**config.mk**
```make
export PLATFORM = sky130hd
export DESIGN_NAME = operm_ctrl_n_1
export DESIGN_NICKNAME = d
export VERILOG_FILES = /design/src/rtl/operm_pkg.sv /design/src/rtl/operm_obuf.sv /design/src/rtl/operm_ctrl_n_1.sv
export SDC_FILE = /design/constraint.sdc
export NUM_CORES = 1
export LEC_CHECK = 0
export ABC_CLOCK_PERIOD_IN_PS = 2200
export BUFFER_PORTS_ARGS = -buffer_cell sky130_fd_sc_hd__buf_4
export CORE_MARGIN = 2
export CORE_UTILIZATION = 48
export DETAILED_ROUTE_END_ITERATION = 16
export GPL_TIMING_DRIVEN = 0
export PLACE_DENSITY = 0.76
export SLEW_MARGIN = 5
export SYNTH_ARGS = -nofsm -noshare
export SYNTH_HDL_FRONTEND = slang
export SYNTH_HIERARCHICAL = 1
export SYNTH_SLANG_ARGS = --single-unit
```
**constraint.sdc**
```tcl
create_clock -name clk -period 2.2 [get_ports clk]
set_input_delay 0.11 -clock clk [delete_from_list [all_inputs] [get_ports clk]]
set_output_delay 0.11 -clock clk [all_outputs]
set_load 0.05 [all_outputs]
```
**src/rtl/operm_pkg.sv**
```systemverilog
// operm_pkg - shared definitions for the operand-permute controllers.
//   OPERM_KW          opcode width
//   OPERM_MAX_N       widest data-channel select carried in a descriptor
//   OPERM_VALID_MASK  default legal-opcode mask (opcodes 8, 9, 13, 14, 15)
//   OPERM_USE_MAP     default per-opcode channel-use map (2 channels, all used)
//   operm_desc_t      buffered descriptor {sel, op}
package operm_pkg;

  localparam int unsigned OPERM_KW    = 4;
  localparam int unsigned OPERM_MAX_N = 8;

  localparam logic [15:0] OPERM_VALID_MASK = 16'hE300;
  localparam logic [31:0] OPERM_USE_MAP    = {16{2'b11}};

  // sel is sized for the widest controller; narrower users zero the top bits.
  typedef struct packed {
    logic [OPERM_MAX_N-1:0] sel;
    logic [OPERM_KW-1:0]    op;
  } operm_desc_t;

endpackage

```
**src/rtl/operm_obuf.sv**
```systemverilog
// operm_obuf - synchronous circular FIFO of operm_desc_t.
//   clk, reset  clock, synchronous active-high reset (clears storage too)
//   push        write wr_data at the tail (ignored when full)
//   wr_data     descriptor to write
//   full        count == DEPTH, from registered state only
//   pop         drop the head entry (ignored when empty)
//   empty       count == 0
//   rd_data     head entry
// DEPTH must be a power of two (>= 2) so pointers wrap naturally.
module operm_obuf
  import operm_pkg::*;
#(
  parameter int unsigned DEPTH = 2
) (
  input  logic        clk,
  input  logic        reset,
  input  logic        push,
  input  operm_desc_t wr_data,
  output logic        full,
  input  logic        pop,
  output logic        empty,
  output operm_desc_t rd_data
);

  localparam int unsigned AW = (DEPTH > 1) ? $clog2(DEPTH) : 1;

  operm_desc_t   mem [DEPTH];
  logic [AW-1:0] wr_ptr;
  logic [AW-1:0] rd_ptr;
  logic [AW:0]   count;
  logic          do_push;
  logic          do_pop;

  always_comb begin
    full    = (count == (AW+1)'(DEPTH));
    empty   = (count == '0);
    do_push = push & ~full;
    do_pop  = pop & ~empty;
    rd_data = mem[rd_ptr];
  end

  always_ff @(posedge clk) begin
    if (reset) begin
      wr_ptr <= '0;
      rd_ptr <= '0;
      count  <= '0;
      for (int unsigned i = 0; i < DEPTH; i++) begin
        mem[i] <= '0;
      end
    end else begin
      if (do_push) begin
        mem[wr_ptr] <= wr_data;
        wr_ptr      <= wr_ptr + 1'b1;
      end
      if (do_pop) begin
        rd_ptr <= rd_ptr + 1'b1;
      end
      case ({do_push, do_pop})
        2'b10:   count <= count + 1'b1;
        2'b01:   count <= count - 1'b1;
        default: count <= count;
      endcase
    end
  end

endmodule

```
**src/rtl/operm_ctrl_n_1.sv**
```systemverilog
// operm_ctrl_n_1 - N-to-1 operand-permute controller.
// Joins a kp token (opcode k_ctrl) with the opcode's subset of N data
// tokens and pushes a {sel, op} descriptor into an output FIFO.
// Illegal opcodes are consumed immediately and counted.
//   clk, reset          clock, synchronous active-high reset
//   t_dat_req/t_dat_ack data-channel handshakes (N bits)
//   t_kp_req/t_kp_ack   kp-token handshake, k_ctrl = opcode
//   i_dat_req/i_dat_ack head-descriptor handshake, i_dat_sel/i_op = head
//   err_cnt             saturating count of dropped illegal opcodes
// Optional: define OPERM_CTRL_N_1_ERR_CNT_EN to build err_cnt; otherwise
// err_cnt is tied to zero.
module operm_ctrl_n_1
  import operm_pkg::*;
#(
  parameter int                     N          = 2,
  parameter int                     KW         = OPERM_KW,
  parameter logic [(2**KW)-1:0]     VALID_MASK = OPERM_VALID_MASK,
  parameter logic [(2**KW)*N-1:0]   USE_MAP    = OPERM_USE_MAP,
  parameter int                     OBUF_DEPTH = 2
) (
  input  logic          clk,
  input  logic          reset,
  input  logic [N-1:0]  t_dat_req,
  output logic [N-1:0]  t_dat_ack,
  input  logic          t_kp_req,
  output logic          t_kp_ack,
  input  logic [KW-1:0] k_ctrl,
  output logic          i_dat_req,
  input  logic          i_dat_ack,
  output logic [N-1:0]  i_dat_sel,
  output logic [KW-1:0] i_op,
  output logic [15:0]   err_cnt
);

  logic        op_ok;
  logic [N-1:0] need;
  logic        dat_ok;
  logic        fire;
  logic        drop;
  logic        full;
  logic        empty;
  operm_desc_t wr_desc;
  operm_desc_t rd_desc;
  logic        unused_desc;

  // full comes from the registered FIFO count only, so a pop in this cycle
  // never frees space for a push in the same cycle; this keeps i_dat_ack
  // off every combinational path into the t_* acknowledges.
  always_comb begin
    op_ok     = VALID_MASK[k_ctrl];
    need      = USE_MAP[int'(k_ctrl)*N +: N];
    dat_ok    = &(t_dat_req | ~need);
    fire      = ~reset & t_kp_req & op_ok & ~full & dat_ok;
    drop      = ~reset & t_kp_req & ~op_ok;
    t_dat_ack = fire ? need : '0;
    t_kp_ack  = fire | drop;

    wr_desc          = '0;
    wr_desc.sel[N-1:0] = need;
    wr_desc.op       = OPERM_KW'(k_ctrl);

    i_dat_req = ~empty;
    i_dat_sel = rd_desc.sel[N-1:0];
    i_op      = KW'(rd_desc.op);
  end

  assign unused_desc = ^rd_desc;

  operm_obuf #(
    .DEPTH (OBUF_DEPTH)
  ) u_obuf (
    .clk     (clk),
    .reset   (reset),
    .push    (fire),
    .wr_data (wr_desc),
    .full    (full),
    .pop     (i_dat_ack),
    .empty   (empty),
    .rd_data (rd_desc)
  );

`ifdef OPERM_CTRL_N_1_ERR_CNT_EN
  logic [15:0] err_q;

  always_ff @(posedge clk) begin
    if (reset) begin
      err_q <= '0;
    end else if (drop && (err_q != '1)) begin
      err_q <= err_q + 1'b1;
    end
  end

  assign err_cnt = err_q;
`else
  assign err_cnt = '0;
`endif

endmodule

```
======== Yosys cells after proc, flatten, opt, wreduce, memory -nomap -nowiden ========
Memories as Yosys holds them, arrays and structs flattened. A register that Yosys moved wholly into a read port is not among the register bits.
Cells that the tools add are included.
storage, ports and cells
  flip-flop bits (word level) ............. 4
  RAM bits ................................ 12
  bits in read-only memories .............. 16
  bits of input ports ..................... 10
  output and inout port bits .............. 26
  memories kept ........................... 2
memories
  memory            depth  width  rd ports  clocked after memory_dff  write ports  RTL line              text
  (name not given)  16     1      1         0                         0            operm_ctrl_n_1.sv:50  op_ok = VALID_MASK[k_ctrl];
  u_obuf.mem        2      6      1         1                         2            operm_obuf.sv:27      operm_desc_t mem [DEPTH];
operators by class
  add/subtract/negate cells ............... 4
  order comparisons ....................... 1
  eq/ne operators ......................... 3
  shift operators ......................... 1
  multiplexer cells ....................... 13
  bitwise logic cells ..................... 14
  reductions and logical operators ........ 4
operator list
  kind                       number
  $shiftx A32 B6 Y2 const A  1
  $mux W1                    10
  $and A1 B1 Y1              7
  $mux W6                    1
  $reduce_or A6 Y1           1
  $lt A4 B5 Y1 const B       1
  $eq A2 B2 Y1 const B       2
  $not A1 Y1                 4
  $pmux W2 S2                1
  $add A1 B1 Y1 const B      2
  $add A2 B1 Y2 const B      1
  $eq A2 B1 Y1 const B       1
  $logic_not A2 Y1           1
  $mux W2                    1
  $not A2 Y2                 1
  $or A2 B2 Y2               1
  $reduce_and A2 Y1          1
  $reduce_bool A2 Y1         1
  $sub A2 B1 Y2 const B      1
  $or A1 B1 Y1               1

======== Logic depth before layout (Yosys ltp) ========
Gate-level depths: netlist of run 1.
  depth after elaboration ................. 11
  mapped depth ............................ 9
  mapped depth without buffers ............ 9

======== Hierarchy ========
The synthesis of run 1 kept the hierarchy.
modules (own cells, without submodules)
  module          times used  cells an instance  area each (um2)  sequential area each (um2)
  operm_obuf      1           104                1286.2           820.8
  operm_ctrl_n_1  1           28                 202.7            0.0

======== Least setup slack after synthesis of run 1 ========
OpenSTA, ideal clock, no wires.
  kind .................................... register to register
  from .................................... reg u_obuf.count[0]
  to ...................................... mem u_obuf/mem[0][0] (netlist bit) (enable)
  setup time .............................. 0.350 ns
  data arrival time ....................... 1.952 ns
  required time ........................... 1.850 ns
  path slack .............................. -0.101 ns
  stages on the path, launching flop included .. 8
  buffers on the path ..................... 0
  cells stage by stage .................... dfxtp_1 -> nand2b_2 -> inv_2 -> nand3b_1 -> nor3_1 -> inv_1 -> or3_4 -> or2b_1
RTL lines
  item                    RTL line          text
  from (decl)             operm_obuf.sv:30  logic [AW:0] count;
  from (signal assigned)  operm_obuf.sv:59  2'b10: count <= count + 1'b1;
  from (signal assigned)  operm_obuf.sv:60  2'b01: count <= count - 1'b1;
  from (signal assigned)  operm_obuf.sv:61  default: count <= count;
  to (decl)               operm_obuf.sv:27

==> results of run 1 <==
[metrics by stage]
stage | hold slack, ns | util, % | setup WS [ns] | TNS [ns]
after floorplan | 0.342 | - | 0.0574 | 0
after global placement | 0.454 | 62.6 | -0.150 | -0.898
after global routing | 0.189 | 65.9 | -0.00991 | -0.00991
final | 0.182 | 65.9 | 0.111 | 0
after CTS | 0.176 | 64.4 | 0.000827 | 0
after detailed placement | 0.465 | 62.6 | -0.241 | -1.51
[cell type report]
cell class,count,share of cell area (%)
Tap cell,27,2.64
Buffer,23,12.7
Inverter,3,0.880
Multi-Input combinational cell,69,33.7
Timing Repair Buffer,20,11.7
Clock buffer,4,2.05
Sequential cell,17,36.3
[critical path, cell delays in order, from the launching register on]
cell,delay (ns)
dfxtp_4,0.38
nand2b_2,0.15
inv_2,0.05
nand3b_1,0.23
nor3_4,0.28
inv_2,0.06
or3_4,0.40
or2b_4,0.27
[power groups by stage]
stage | registers [mW] | clock network [mW] | logic (mW)
detailed placement | 0.366 | 0 | 0.193
CTS | 0.358 | 0.160 | 0.195
floorplan | 0.364 | 0 | 0.159
global placement | 0.365 | 0 | 0.191
global route | 0.360 | 0.174 | 0.211
finish | 0.358 | 0.154 | 0.199
[how the worst min path moves through the flow]
stage,from,endpoint,slack (ns),cells after the start
2_1_floorplan,k_ctrl[0],u_obuf/mem[0][0]$_SDFFCE_PN0P_,0.34,2
3_3_place_gp,k_ctrl[0],u_obuf/mem[1][0]$_SDFFCE_PN0P_,0.45,3
3_5_place_dp,k_ctrl[2],u_obuf/mem[0][2]$_SDFFCE_PN0P_,0.47,3
6_report,k_ctrl[0],u_obuf/mem[1][0]$_SDFFCE_PN0P_,0.18,3
4_1_cts,k_ctrl[2],u_obuf/mem[0][2]$_SDFFCE_PN0P_,0.18,3
5_1_grt,k_ctrl[0],u_obuf/mem[1][0]$_SDFFCE_PN0P_,0.19,3
[layout by cell type, fill, tap and decap left out, drive strengths merged]
cell type,count
ha,1
inv,3
clkbuf,7
mux2,6
o21a,1
nand2,1
buf,40
nor3,1
or2b,2
a21oi,2
a41oi,1
o21ai,2
or3,2
xnor2,2
nor2,16
conb,18
nand3b,1
edfxtp,12
or3b,1
nand2b,9
dfxtp,5
xor2,1
nand3,2
[sequential cells by signal, indices dropped and copies added, names as in the netlist, named ones only]
signal and cells:
u_obuf/mem 12, u_obuf/rd_ptr 1, u_obuf/wr_ptr 1, u_obuf/count 2
[routing by layer]
metal,GRT usage [%],vias up,wire [um]
met5,0,-,0
met4,5.71,0,10
met3,3.68,2,88
met2,24.1,23,774
met1,17.6,312,664
li1,-,360,-
[timing repair]
item / 4_1_cts / 5_1_grt
pin swaps: 0 / 1
endpoints found under the setup margin: 7 / 7
buffers inserted: 0 / 1
gates resized for setup: 2 / 5
==> flow_metrics.env, run 1 <==
export IMPL_critPathMaxFanout=6
export IMPL_htreeDepth=1
export IMPL_n_antenna_cell=0
export IMPL_die_w_um=49.2
export IMPL_clock_sinks=17
export IMPL_multi_input_area_um2=432
export IMPL_required_ns=2.19
export IMPL_ff_latch_area_um2=464
export IMPL_setup_viol=0
export IMPL_drt_pass1_iter_count=4
export IMPL_r2r_slack_ns=0.11
export IMPL_grt_overflow=0
export IMPL_pwr_share_seq_pct=50.3
export IMPL_die_area_um2=2420
export IMPL_clock_power_share_pct=21.7
export IMPL_max_cap_viol_count=0
export IMPL_drt_initial_drc_count=8
export IMPL_num_rows=16
export IMPL_startpoint="u_obuf/count[0]$_SDFFE_PP0P_"
export IMPL_root_buffer="clkbuf_4"
export IMPL_antenna_found_initial=0
export IMPL_grt_pass1_vias=646
export IMPL_wl_per_cell_um=9.43
export IMPL_drc=0
export IMPL_clk_latency_ns=0.27
export IMPL_tritoncts="yes"
export IMPL_status="complete, no violations"
export IMPL_area_delta_synth_final_pct=30.8
export IMPL_reg2reg_from="u_obuf/count[0]$_SDFFE_PP0P_"
export IMPL_layout_drive_gt1_share_pct=42.6
export IMPL_arrival_ns=2.08
export IMPL_grt_max_degree=10
export IMPL_regToRegEndpoint="u_obuf/mem[0][3]$_SDFFCE_PN0P_"
export IMPL_ir_worst_vdd_uv=327
export IMPL_core_um2=1940
export IMPL_syn_area_um2=978
export IMPL_internal_power_mw=0.489
export IMPL_holdBufCountCts=0
export IMPL_nFillCells=168
export IMPL_dpl_cell_area_um2=1210
export IMPL_hold_violations=0
export IMPL_comb_power_share_pct=28.0
export IMPL_place_hpwl_mm=1.22
export IMPL_power_leakage_nw=0.572
export IMPL_dp_cells=158
export IMPL_period_needed_ns=2.09
export IMPL_powerDensity_nw_per_um2=555
export IMPL_design_portCount=36
export IMPL_hp_class="in2reg"
export IMPL_critPathLaunchType="register"
export IMPL_via_per_inst=4.28
export IMPL_swShare_pct=31.1
export IMPL_cts_inserted_buffers=3
export IMPL_port_buffers=19
export IMPL_die_h_um=49.2
export IMPL_grt_usage_pct=14.4
export IMPL_reg2reg_depth=7
export IMPL_power_mw=0.711
export IMPL_crit_type="reg2reg"
export IMPL_final_nets=148
export IMPL_fin_crit_sh_pct=95.0
export IMPL_crit_path_end="u_obuf/mem[0][3]$_SDFFCE_PN0P_"
export IMPL_drv_slew=0
export IMPL_rsz0062_at_grt="yes"
export IMPL_drt_total_wl_mm=1.54
export IMPL_yosys_warnings=6
export IMPL_stdcell_count=163
export IMPL_grt_pass1_wl_mm=2.69
export IMPL_max_freq_mhz=479
export IMPL_gp_congestion=0.733
export IMPL_fin_skew_ns=0.00178
export IMPL_synth_cells=96
export IMPL_clock_path_buffers=2
export IMPL_endpoint_kind="register"
export IMPL_final_area_um2=1280
export IMPL_start_util_pct=50.4
export IMPL_postRouteAntennaNets=0
export IMPL_p_sw_mw=0.221
export IMPL_syn_mean_instance_area_um2=10.2
export IMPL_cts_clk_slew_worst_paths_ns=0.09
export IMPL_via_count=697
Note: power is estimated with default switching activity, not from simulation.
==> inputs of run 2 (changes only) <==
--- a/config.mk
+++ b/config.mk
@@ -5,13 +5,13 @@
 export SDC_FILE = /design/constraint.sdc
 export NUM_CORES = 1
 export LEC_CHECK = 0
-export ABC_CLOCK_PERIOD_IN_PS = 2200
+export ABC_CLOCK_PERIOD_IN_PS = 2710
 export BUFFER_PORTS_ARGS = -buffer_cell sky130_fd_sc_hd__buf_4
 export CORE_MARGIN = 2
-export CORE_UTILIZATION = 48
+export CORE_UTILIZATION = 58
 export DETAILED_ROUTE_END_ITERATION = 16
 export GPL_TIMING_DRIVEN = 0
-export PLACE_DENSITY = 0.76
+export PLACE_DENSITY = 0.86
 export SLEW_MARGIN = 5
 export SYNTH_ARGS = -nofsm -noshare
 export SYNTH_HDL_FRONTEND = slang
==> constraint.sdc (replaced) <==
create_clock -name clk -period 2.71 [get_ports clk]
set_input_delay 0.1355 -clock clk [delete_from_list [all_inputs] [get_ports clk]]
set_output_delay 0.1355 -clock clk [all_outputs]
set_load 0.05 [all_outputs]
==> flow_metrics.env, run 2 (synthesized netlist as in run 1, its figures left out) <==
export IMPL_status="complete, no violations"
export IMPL_endpoint_kind="register"
export IMPL_die_h_um=45.1
export IMPL_clock_path_buffers=2
export IMPL_clock_power_share_pct=22.6
export IMPL_pwr_share_seq_pct=50.2
export IMPL_max_cap_viol_count=0
export IMPL_drt_initial_drc_count=12
export IMPL_cts_setup_buffers=0
export IMPL_r2r_slack_ns=0.31
export IMPL_die_area_um2=2030
export IMPL_tritoncts="yes"
export IMPL_required_ns=2.68
export IMPL_dpl_worst_slack_ns=0.318
export IMPL_max_freq_mhz=417
export IMPL_wl_per_cell_um=10.4
export IMPL_postRouteAntennaNets=0
export IMPL_final_nets=147
export IMPL_final_cell_mix="37 x buf_4, 18 x conb_1, 16 x nor2_1"
export IMPL_setup_viol=0
export IMPL_swShare_pct=31.7
export IMPL_htreeDepth=1
export IMPL_clock_sinks=17
export IMPL_reg_top3="u_obuf/mem: 12 flops, u_obuf/count: 2 flops"
export IMPL_final_util_pct=79.6
export IMPL_root_buffer="clkbuf_4"
export IMPL_fin_crit_sh_pct=88.5
export IMPL_cts_clk_slew_worst_paths_ns=0.09
export IMPL_via_per_inst=4.50
export IMPL_setup_ws_ns=0.311
export IMPL_n_antenna_cell=0
export IMPL_drv_slew=0
export IMPL_grt_max_degree=10
export IMPL_rsz0062_at_grt="no"
export IMPL_drc=0
export IMPL_period_needed_ns=2.40
export IMPL_stdcell_count=151
export IMPL_reg2reg_depth=7
export IMPL_holdWs_ns=0.190
export IMPL_start_util_pct=63.5
export IMPL_grt_pass1_wl_mm=2.53
export IMPL_p_sw_mw=0.184
export IMPL_num_rows=14
export IMPL_port_buffers=19
export IMPL_clk_latency_ns=0.28
export IMPL_layout_commonest_cell="buf_4"
export IMPL_reg2reg_from="u_obuf/count[0]$_SDFFE_PP0P_"
export IMPL_grt_overflow=0
export IMPL_grt_pass1_vias=624
export IMPL_layout_drive_gt1_share_pct=38.5
export IMPL_min_path_cells=3
export IMPL_largest_reg_flops=12
export IMPL_post_cts_resized=0
export IMPL_fin_skew_ns=0.00254
export IMPL_ir_worst_vdd_uv=246
export IMPL_worstHoldEndpoint="u_obuf/mem[1][0]$_SDFFCE_PN0P_"
export IMPL_nFillCells=106
export IMPL_hp_start="k_ctrl[0]"
export IMPL_gp_congestion=0.684
export IMPL_power_leakage_nw=0.557
export IMPL_critPathMaxFanout=6
export IMPL_internal_power_mw=0.396
export IMPL_hp_class="in2reg"
export IMPL_tightest_slew_ns=0.497
export IMPL_regMostFlops="u_obuf/mem"
export IMPL_drt_total_wl_mm=1.57
export IMPL_core_um2=1540
export IMPL_regToRegEndpoint="u_obuf/mem[0][3]$_SDFFCE_PN0P_"
export IMPL_design_portCount=36
export IMPL_holdBufCountCts=0
export IMPL_relSlewSlack_pct=66.6
export IMPL_dp_cells=147
export IMPL_arrival_ns=2.37
export IMPL_via_count=679
export IMPL_grt_usage_pct=17.3
export IMPL_cts_inserted_buffers=3
export IMPL_finalSetupTns_ns=0
export IMPL_crit_type="reg2reg"
export IMPL_antenna_found_initial=0
export IMPL_place_hpwl_mm=1.28
export IMPL_hold_violations=0
export IMPL_drt_pass1_iter_count=4
export IMPL_comb_power_share_pct=27.2
export IMPL_die_w_um=45.1
export IMPL_powerDensity_nw_per_um2=472
export IMPL_critPathLaunchType="register"
export IMPL_area_delta_synth_final_pct=25.4
==> run 2: final cells by class <==
class                           count  area, um^2  area share, %
Tap cell                           16        20.0           1.63
Sequential cell                    17         460           37.5
Timing Repair Buffer               19         143           11.6
Buffer                             23         163           13.3
Clock buffer                        4        26.3           2.14
Multi-Input combinational cell     69         404           32.9
Inverter                            3        11.3          0.917
==> run 2: critical path, stage by stage, from the launching register on <==
cell and delay [ns]:
dfxtp_1 0.42, nand2b_2 0.18, inv_2 0.05, nand3b_1 0.18
nor3_1 0.41, inv_1 0.12, or3_4 0.42, or2b_1 0.32
==> run 2: layer usage <==
metal | GRT usage, % | wire [um]
met5 | 0 | 0
met4 | 5.29 | 0
met3 | 4.00 | 116
met2 | 31.4 | 821
met1 | 19.9 | 636
==> run 2: metrics by stage <==
stage	instance area [um^2]	total power, mW
after floorplan	1040	0.425
after global placement	1200	0.452
after detailed placement	1200	0.454
after CTS	1230	0.583
after global routing	1230	0.602
final	1230	0.580
==> run 2: worst max path at each step <==
stage | startpoint | to | slack, ns | cells past startpoint
2_1_floorplan | u_obuf/count[0]$_SDFFE_PP0P_ | u_obuf/mem[0][0]$_SDFFCE_PN0P_ | 0.57 | 7
3_3_place_gp | u_obuf/count[0]$_SDFFE_PP0P_ | u_obuf/mem[0][5]$_SDFFCE_PN0P_ | 0.34 | 7
3_5_place_dp | u_obuf/count[0]$_SDFFE_PP0P_ | u_obuf/mem[0][5]$_SDFFCE_PN0P_ | 0.32 | 7
4_1_cts | u_obuf/count[0]$_SDFFE_PP0P_ | u_obuf/mem[0][1]$_SDFFCE_PN0P_ | 0.30 | 7
5_1_grt | u_obuf/count[0]$_SDFFE_PP0P_ | u_obuf/mem[0][3]$_SDFFCE_PN0P_ | 0.21 | 7
6_report | u_obuf/count[0]$_SDFFE_PP0P_ | u_obuf/mem[0][3]$_SDFFCE_PN0P_ | 0.31 | 7
==> run 2: power groups by stage <==
| stage | Clock, mW | Combinational (mW) | Sequential [mW] |
|---|---|---|---|
| after floorplan | 0 | 0.129 | 0.296 |
| after global placement | 0 | 0.155 | 0.296 |
| after detailed placement | 0 | 0.157 | 0.297 |
| after CTS | 0.135 | 0.157 | 0.291 |
| after global routing | 0.143 | 0.167 | 0.292 |
| final | 0.131 | 0.158 | 0.291 |
==> inputs of run 3 (changes only) <==
--- a/config.mk
+++ b/config.mk
@@ -11,7 +11,7 @@
 export CORE_UTILIZATION = 58
 export DETAILED_ROUTE_END_ITERATION = 16
 export GPL_TIMING_DRIVEN = 0
-export PLACE_DENSITY = 0.86
+export PLACE_DENSITY_LB_ADDON = 0.2
 export SLEW_MARGIN = 5
 export SYNTH_ARGS = -nofsm -noshare
 export SYNTH_HDL_FRONTEND = slang
==> flow_metrics.env, run 3 (synthesized netlist as in run 1, its figures left out) <==
export IMPL_powerDensity_nw_per_um2=471
export IMPL_period_needed_ns=2.50
export IMPL_drc=0
export IMPL_power_leakage_nw=0.560
export IMPL_dpl_cell_area_um2=1200
export IMPL_dpl_worst_slack_ns=0.270
export IMPL_final_util_pct=79.7
export IMPL_max_cap_viol_count=0
export IMPL_final_nets=147
export IMPL_hp_start="k_ctrl[0]"
export IMPL_grt_usage_pct=18.6
export IMPL_relSlewSlack_pct=62.5
export IMPL_post_cts_resized=0
export IMPL_layout_drive_gt1_share_pct=39.3
export IMPL_stdcell_count=151
export IMPL_status="complete, no violations"
export IMPL_ff_latch_area_um2=460
export IMPL_grt_pass1_vias=645
export IMPL_antenna_found_initial=0
export IMPL_die_w_um=45.1
export IMPL_place_hpwl_mm=1.37
export IMPL_design_portCount=36
export IMPL_n_antenna_cell=0
export IMPL_tightest_slew_ns=0.558
export IMPL_multi_input_area_um2=404
export IMPL_setup_ws_ns=0.212
export IMPL_grt_max_degree=11
export IMPL_area_delta_synth_final_pct=25.6
export IMPL_regToRegEndpoint="u_obuf/mem[0][5]$_SDFFCE_PN0P_"
export IMPL_cp_slowest_cell="nor3_1"
export IMPL_ir_worst_vdd_uv=291
export IMPL_drt_pass1_iter_count=4
export IMPL_htreeDepth=1
export IMPL_wl_per_cell_um=11.1
export IMPL_clock_sinks=17
export IMPL_grt_overflow=0
export IMPL_die_h_um=45.1
export IMPL_min_path_cells=3
export IMPL_start_util_pct=63.5
export IMPL_max_freq_mhz=400
export IMPL_root_buffer="clkbuf_4"
export IMPL_grt_pass1_wl_mm=2.68
export IMPL_hold_violations=0
export IMPL_core_um2=1540
export IMPL_port_buffers=19
export IMPL_die_area_um2=2030
export IMPL_clk_latency_ns=0.28
export IMPL_holdBufCountCts=0
export IMPL_cts_setup_buffers=0
export IMPL_gp_congestion=0.671
export IMPL_nFillCells=112
export IMPL_rsz0062_at_grt="no"
export IMPL_endpoint_kind="register"
export IMPL_dp_cells=147
export IMPL_critPathMaxFanout=6
export IMPL_reg2reg_depth=7
export IMPL_reg_top3="u_obuf/mem: 12 flops, u_obuf/count: 2 flops"
export IMPL_regMostFlops="u_obuf/mem"
export IMPL_cts_clk_slew_worst_paths_ns=0.10
export IMPL_fin_crit_sh_pct=92.2
export IMPL_r2r_slack_ns=0.21
export IMPL_holdWs_ns=0.200
export IMPL_tritoncts="yes"
export IMPL_final_cell_mix="37 x buf_4, 18 x conb_1, 16 x nor2_1"
export IMPL_largest_reg_flops=12
export IMPL_postRouteAntennaNets=0
export IMPL_drv_slew=0
export IMPL_final_area_um2=1230
export IMPL_clock_path_buffers=2
export IMPL_required_ns=2.67
export IMPL_via_per_inst=4.66
export IMPL_finalSetupTns_ns=0
export IMPL_cp_cell_sequence="nand2b_2 > inv_2 > nand3b_1 > nor3_1 > inv_1 > or3_4 > or2b_1"
export IMPL_drt_initial_drc_count=11
export IMPL_cts_inserted_buffers=3
export IMPL_crit_type="reg2reg"
export IMPL_drt_total_wl_mm=1.67
export IMPL_power_mw=0.579
export IMPL_hp_class="in2reg"
export IMPL_via_count=703
export IMPL_setup_viol=0
export IMPL_num_rows=14
export IMPL_layout_commonest_cell="buf_4"
export IMPL_fin_skew_ns=0.0131
export IMPL_cpPeakStageDelay_ns=0.46
export IMPL_reg2reg_from="u_obuf/count[0]$_SDFFE_PP0P_"
export IMPL_arrival_ns=2.46
export IMPL_critPathLaunchType="register"
export IMPL_worstHoldEndpoint="u_obuf/mem[0][0]$_SDFFCE_PN0P_"
run 3: how the worst max path moves through the flow:
stage                     depth (start not counted)                        endpoint                    startpoint  slack [ns]
final                                             7  u_obuf/mem[0][5]$_SDFFCE_PN0P_  u_obuf/count[0]$_SDFFE_PP0P_        0.21
after global routing                              7  u_obuf/mem[0][3]$_SDFFCE_PN0P_  u_obuf/count[0]$_SDFFE_PP0P_        0.04
after CTS                                         7  u_obuf/mem[0][5]$_SDFFCE_PN0P_  u_obuf/count[0]$_SDFFE_PP0P_        0.23
after detailed placement                          7  u_obuf/mem[0][5]$_SDFFCE_PN0P_  u_obuf/count[0]$_SDFFE_PP0P_        0.27
after global placement                            7  u_obuf/mem[0][4]$_SDFFCE_PN0P_  u_obuf/count[0]$_SDFFE_PP0P_        0.37
after floorplan                                   7  u_obuf/mem[0][0]$_SDFFCE_PN0P_  u_obuf/count[0]$_SDFFE_PP0P_        0.57
run 3: worst max-delay path, delay by kind of cell (launching register included):
kind | cells | cell delay (ns)
and+or+nand+nor | 5 | 1.57
DFF | 1 | 0.42
buffers and inverters | 2 | 0.18
run 3: report_power, final:
| group | switching [mW] | internal, mW | leakage [nW] |
|---|---|---|---|
| clock | 0.0746 | 0.0547 | 0.0177 |
| combinational | 0.107 | 0.0517 | 0.383 |
| sequential | 0.00383 | 0.287 | 0.160 |
run 3: layer usage:
layer,routed length [um],track usage (%)
met1,687,21.0
met2,890,33.4
met3,80,3.60
met4,15,8.82
met5,0,0
run 3: area by class of cell:
class / instances / area share, %
Multi-Input combinational cell: 69 / 32.9
Clock buffer: 3 / 1.83
Buffer: 23 / 13.2
Inverter: 3 / 0.916
Tap cell: 16 / 1.63
Clock inverter: 1 / 0.407
Sequential cell: 17 / 37.5
Timing Repair Buffer: 19 / 11.6
